===== src/rtl/tts_pkg.sv =====
// Shared types and sizing helpers for the truth-table sweeper.
package tts_pkg;

    typedef enum logic [1:0] {IDLE, RUN, DONE} state_t;

    function automatic int NVEC(input int n);
        return 1 << n;
    endfunction

    // Cycles from an accepted start edge to the done cycle, inclusive of DONE.
    function automatic int SWEEP_CYCLES(input int n, input int d);
        return NVEC(n) * d + 1;
    endfunction

endpackage


===== src/rtl/truth_table_sweeper_dwell_timer.sv =====
// Dwell counter: counts 0..DWELL-1 while enabled and flags the last cycle of each dwell.
module dwell_timer #(
    parameter int DWELL = 10
) (
    input  logic clk,
    input  logic rst_n,
    input  logic clear,
    input  logic enable,
    output logic term
);

    localparam int CW = $clog2(DWELL + 1);
    localparam logic [CW-1:0] LAST = CW'(DWELL - 1);

    logic [CW-1:0] cnt;

    always_ff @(posedge clk or negedge rst_n) begin
        if (!rst_n)           cnt <= '0;
        else if (clear)       cnt <= '0;
        else if (enable) begin
            if (cnt == LAST)  cnt <= '0;
            else              cnt <= cnt + 1'b1;
        end
    end

    assign term = enable && (cnt == LAST);

endmodule


===== src/rtl/truth_table_sweeper.sv =====
// Steps a stimulus vector through every input combination, captures the DUT response
// into a truth table and compares it against a golden table at the end of the sweep.
module truth_table_sweeper
    import tts_pkg::*;
#(
    parameter int N_IN  = 3,
    parameter int DWELL = 10
) (
    input  logic                     clk,
    input  logic                     rst_n,
    input  logic                     start,
    input  logic                     abort,
    input  logic                     y_in,
    input  logic [NVEC(N_IN)-1:0]    expected,
    output logic [N_IN-1:0]          vec,
    output logic                     vec_valid,
    output logic                     busy,
    output logic [NVEC(N_IN)-1:0]    tt,
    output logic                     done,
    output logic                     match
);

    localparam logic [N_IN-1:0] LAST_IDX = {N_IN{1'b1}};

    state_t                  state, state_d;
    logic [N_IN-1:0]         index, index_d, vec_d;
    logic [NVEC(N_IN)-1:0]   tt_d;
    logic                    vv_d, busy_d, done_d, match_d;
    logic                    term;

    // Dwell restarts on every entry into RUN and whenever a sweep is cancelled.
    dwell_timer #(.DWELL(DWELL)) u_dwell (
        .clk    (clk),
        .rst_n  (rst_n),
        .clear  ((state != RUN) || abort),
        .enable (state == RUN),
        .term   (term)
    );

    always_ff @(posedge clk or negedge rst_n) begin
        if (!rst_n) state <= IDLE;
        else        state <= state_d;
    end

    always_comb begin
        state_d = state;
        unique case (state)
            IDLE:    if (start) state_d = RUN;
            RUN: begin
                if (abort)                            state_d = IDLE;
                else if (term && (index == LAST_IDX)) state_d = DONE;
            end
            DONE:    state_d = IDLE;
            default: state_d = IDLE;
        endcase
    end

    // Next values for the registered outputs; abort takes priority over the final sample.
    always_comb begin
        index_d = index;
        vec_d   = vec;
        vv_d    = vec_valid;
        busy_d  = busy;
        tt_d    = tt;
        done_d  = 1'b0;
        match_d = match;
        unique case (state)
            IDLE: begin
                if (start) begin
                    index_d = '0;
                    vec_d   = '0;
                    vv_d    = 1'b1;
                    busy_d  = 1'b1;
                    tt_d    = '0;
                    match_d = 1'b0;
                end
            end
            RUN: begin
                if (abort) begin
                    vec_d  = '0;
                    vv_d   = 1'b0;
                    busy_d = 1'b0;
                end else if (term) begin
                    tt_d[index] = y_in;
                    if (index == LAST_IDX) begin
                        vec_d   = '0;
                        vv_d    = 1'b0;
                        busy_d  = 1'b0;
                        done_d  = 1'b1;
                        match_d = (tt_d == expected);
                    end else begin
                        index_d = index + 1'b1;
                        vec_d   = index + 1'b1;
                    end
                end
            end
            default: ;
        endcase
    end

    always_ff @(posedge clk or negedge rst_n) begin
        if (!rst_n) begin
            index     <= '0;
            vec       <= '0;
            vec_valid <= 1'b0;
            busy      <= 1'b0;
            tt        <= '0;
            done      <= 1'b0;
            match     <= 1'b0;
        end else begin
            index     <= index_d;
            vec       <= vec_d;
            vec_valid <= vv_d;
            busy      <= busy_d;
            tt        <= tt_d;
            done      <= done_d;
            match     <= match_d;
        end
    end

endmodule


===== config.mk =====
export PLATFORM = sky130hd
export DESIGN_NAME = truth_table_sweeper
export DESIGN_NICKNAME = d
export VERILOG_FILES = /design/src/rtl/tts_pkg.sv /design/src/rtl/truth_table_sweeper_dwell_timer.sv /design/src/rtl/truth_table_sweeper.sv
export SDC_FILE = /design/constraint.sdc
export NUM_CORES = 1
export LEC_CHECK = 0
export CAP_MARGIN = 20
export CORE_MARGIN = 8
export CORE_UTILIZATION = 38
export CTS_BUF_LIST = sky130_fd_sc_hd__clkbuf_4
export DETAILED_ROUTE_END_ITERATION = 10
export GPL_TIMING_DRIVEN = 0
export SYNTH_ARGS = -nofsm -noshare
export SYNTH_HDL_FRONTEND = slang
export SYNTH_HIERARCHICAL = 1
export SYNTH_SLANG_ARGS = --single-unit

===== constraint.sdc =====
create_clock -name clk -period 6.4 [get_ports clk]
set_clock_uncertainty 0.2 [all_clocks]
set_input_delay 0.96 -clock clk [delete_from_list [all_inputs] [get_ports clk]]
set_output_delay 0.96 -clock clk [all_outputs]
set_load 0.05 [all_outputs]

==> metrics.md <==
| Metric | Value |
|---|---|
| EDFF count, synth | `0` |
| CP arrival | `2910 ps` |
| Tcrit/Tclk final | `0.446` |
| Post-CTS Hold Fix Bufs | `0` |
| Initial core utilization | `0.400` |
| Pre-CTS setup slack | `3440 ps` |
| Die width | `78.5 um` |
| TritonCTS clock tree | `yes` |
| Post-Syn Nets | `182` |
| Router iterations before antenna repair | `4` |
| Synthesized flop and latch total | `23` |
| Die Height | `78.5 um` |
| # rows | `22` |
| Core region area | `0.00372 mm^2` |
| IO Count | `28` |
| Largest area contributor in the netlist | `dfrtp_1` |
| Required @ worst endpoint | `6450 ps` |
| Worst Setup Path Type | `register to register` |
| GP Congestion | `0.814` |
| Status | `finished, final reports clean` |
| Final min period | `2860 ps` |
| Final hold vios | `0` |
| Synth top area cells | `dfrtp_1, a21oi_1, xor2_1` |
| Antenna-violating nets left | `0` |
| Net Switching | `0.0824 mW` |
| Sequential power share | `0.542` |
| Detailed Route WL | `3490 um` |
| Maximum fanout along the worst path | `9` |
| First-pass GRT wire length | `5580 um` |
| Delay-heaviest family, CP | `simple AND/OR/NAND/NOR gates` |
| Area growth syn-to-layout | `25.3%` |
| Initial antenna violation count | `0` |
| Clock-pin slew on the worst setup and hold paths | `130 ps` |
| Post-route cell area | `0.00186 mm^2` |
| Leak Pwr | `0.775 nW` |
| Worst setup margin | `3540 ps` |
| Mapped Cells | `165` |
| Commonest register cell after synthesis | `dfrtp_1` |
| Worst path bufs/invs | `3` |
| Synth top area share | `0.388` |
| Most common cell after layout, fill and taps aside | `clkdlybuf4s50_1` |
| CTS Buffer Depth | `2` |
| Post-detail-place hpwl | `2680 um` |
| Cell Area, Synth | `0.00149 mm^2` |
| Total track usage | `0.110` |
| Nets | `215` |
| # DRC | `0` |
| Area after DPL | `0.00182 mm^2` |
| Max-slew headroom | `0.661` |
| Switching share of power | `0.295` |
| Clock buffer count from CTS | `3` |
| Worst setup EP type | `register` |
| TritonCTS sink count | `23` |
| Max-cap violations | `0` |
| # port buffers | `27` |
| Vias | `1297` |
| Setup TNS | `0 ps` |
| Worst path cell trace | `buf_4 -> nor2b_1 -> inv_1 -> nor2_1 -> and3_1 -> clkbuf_1 -> nand2_1 -> o22ai_1` |
| Register area share after synthesis | `0.388` |
| Syn_area_per_cell | `9.00 um^2` |
| Final Max Tran Viols | `0` |
| RSZ-0062 raised after global routing | `false` |
| Largest net degree at the start of global routing | `24` |
| DRT iter0 DRCs | `66` |
| Worst-margin pin slew | `507 ps` |
| Pint | `0.197 mW` |
| H-tree levels | `1` |
| N_diodes | `0` |
| Drt via density | `5.29` |
| Fmax | `350 MHz` |
| Yosys warnings | `6` |
| Hold WC Path Type | `register to register` |
| Max incr delay on CP | `410 ps` |
| Netlist cell types | `44` |
| Post-CTS Setup Bufs | `0` |
| Grt ovf | `0` |
| Setup violations, final | `0` |
| Core Util, Final | `0.501` |
| CTS root buf | `clkbuf_4` |
| Layout cells sized above 1 | `0.0964` |
| Clk network pwr share | `0.247` |
| Post_cts resized | `0` |
| WL per Instance | `14.3 um` |
| Number of global-route vias before repair | `1196` |
| Commonest non-fill, non-tap cells in the layout | `clkdlybuf4s50_1, dfrtp_1, nand2_1` |
| Worst skew pair latency | `320 ps` |
| Critical path's slowest cell | `nor2b_1` |
| Maximum VDD drop | `112 uV` |
| Gate power share | `0.211` |
| Die Footprint | `0.00616 mm^2` |
| Pwr Density | `150 mW/mm^2` |
| Startpoint types | `register` |
| Synth async-reset ratio | `1.00` |
## worst register-to-register path, cell delays in order (launching register included)
cell and delay [ps]:
dfrtp_1 380, buf_4 170, nor2b_1 410, inv_1 140, nor2_1 340, and3_1 210, clkbuf_1 370, nand2_1 330
o22ai_1 250
## worst paths after layout
check / from / end / slack (ps) / depth (start not counted)
min reg2reg: vec[2]$_DFFE_PN0P_ / vec[2]$_DFFE_PN0P_ / 300 / 2
max: state[1]$_DFFE_PN0P_ / tt[7]$_DFFE_PN0P_ / 3540 / 8
max in group asynchronous: rst_n / u_dwell/cnt[0]$_DFFE_PN0P_ / 4830 / 2
min in group asynchronous: rst_n / state[1]$_DFFE_PN0P_ / 730 / 1
max reg2reg: state[1]$_DFFE_PN0P_ / tt[7]$_DFFE_PN0P_ / 3540 / 8
min: vec[2]$_DFFE_PN0P_ / vec[2]$_DFFE_PN0P_ / 300 / 2
## power groups by stage
stage	logic [mW]	clock network (mW)	registers (mW)
2_1_floorplan	0.0310	0	0.158
3_3_place_gp	0.0575	0	0.154
3_5_place_dp	0.0583	0	0.154
4_1_cts	0.0586	0.0745	0.151
5_1_grt	0.0647	0.0793	0.152
6_report	0.0590	0.0690	0.151
## cells by family (layout without fill, tap and decap cells)
family,Yosys count,count (layout),share of synthesized area
compound gates,53,53,0.233
xor+xnor,7,7,0.0413
fa+ha+maj,4,4,0.0337
buf+inv,23,55,0.0783
flops,23,23,0.388
mux,2,2,0.0135
simple gates,53,53,0.213
## metal layers
metal  track usage  vias up  part of all wire
li1              -      660                 -
met1         0.139      598              0.48
met2         0.171       34              0.44
met3        0.0456        5             0.069
met4        0.0222        0            0.0083
met5             0        -                 0
## cells in the mapped netlist, types with 2 or more instances
cell      instances
a22o_1            2
mux2i_1           2
nor3b_1           3
inv_1            14
a32oi_1           2
o22ai_1           8
nor2b_1           3
a21oi_1          14
nand2b_1          3
ha_1              4
o311ai_1          2
or3b_1            2
nor3_1            3
buf_6             2
a21o_1            4
nand3_1           3
nor2_1            5
nand3b_1          8
buf_4             4
dfrtp_1          23
nand2_1          15
a31oi_1           2
xor2_1            7
clkbuf_1          2
o21ai_0           9
## state kept, by name, summed over array words and instances, names as in the netlist
| name | flops |
|---|---|
| tt | 8 |
| u_dwell/cnt | 4 |
| state | 2 |
| busy | 1 |
| index | 3 |
| vec | 3 |
| done | 1 |
| match | 1 |
## area by class of cell
class	count	area, um^2
fill	371	1860
multi-input combinational	119	793
sequential	23	576
timing repair buffer	28	285
buffer	8	60.1
tap	48	60.1
inverter	15	56.3
clock buffer	3	22.5
clock inverter	1	7.51
## metrics by stage
step / instances / hold WS, ps / total power, mW
3_5_place_dp: 240 / 277 / 0.212
4_1_cts: 244 / 311 / 0.284
2_1_floorplan: 165 / 299 / 0.189
5_1_grt: 245 / 331 / 0.296
3_3_place_gp: 240 / 266 / 0.211
6_report: 245 / 304 / 0.279
No activity file was read; power rests on OpenSTA's default activity.
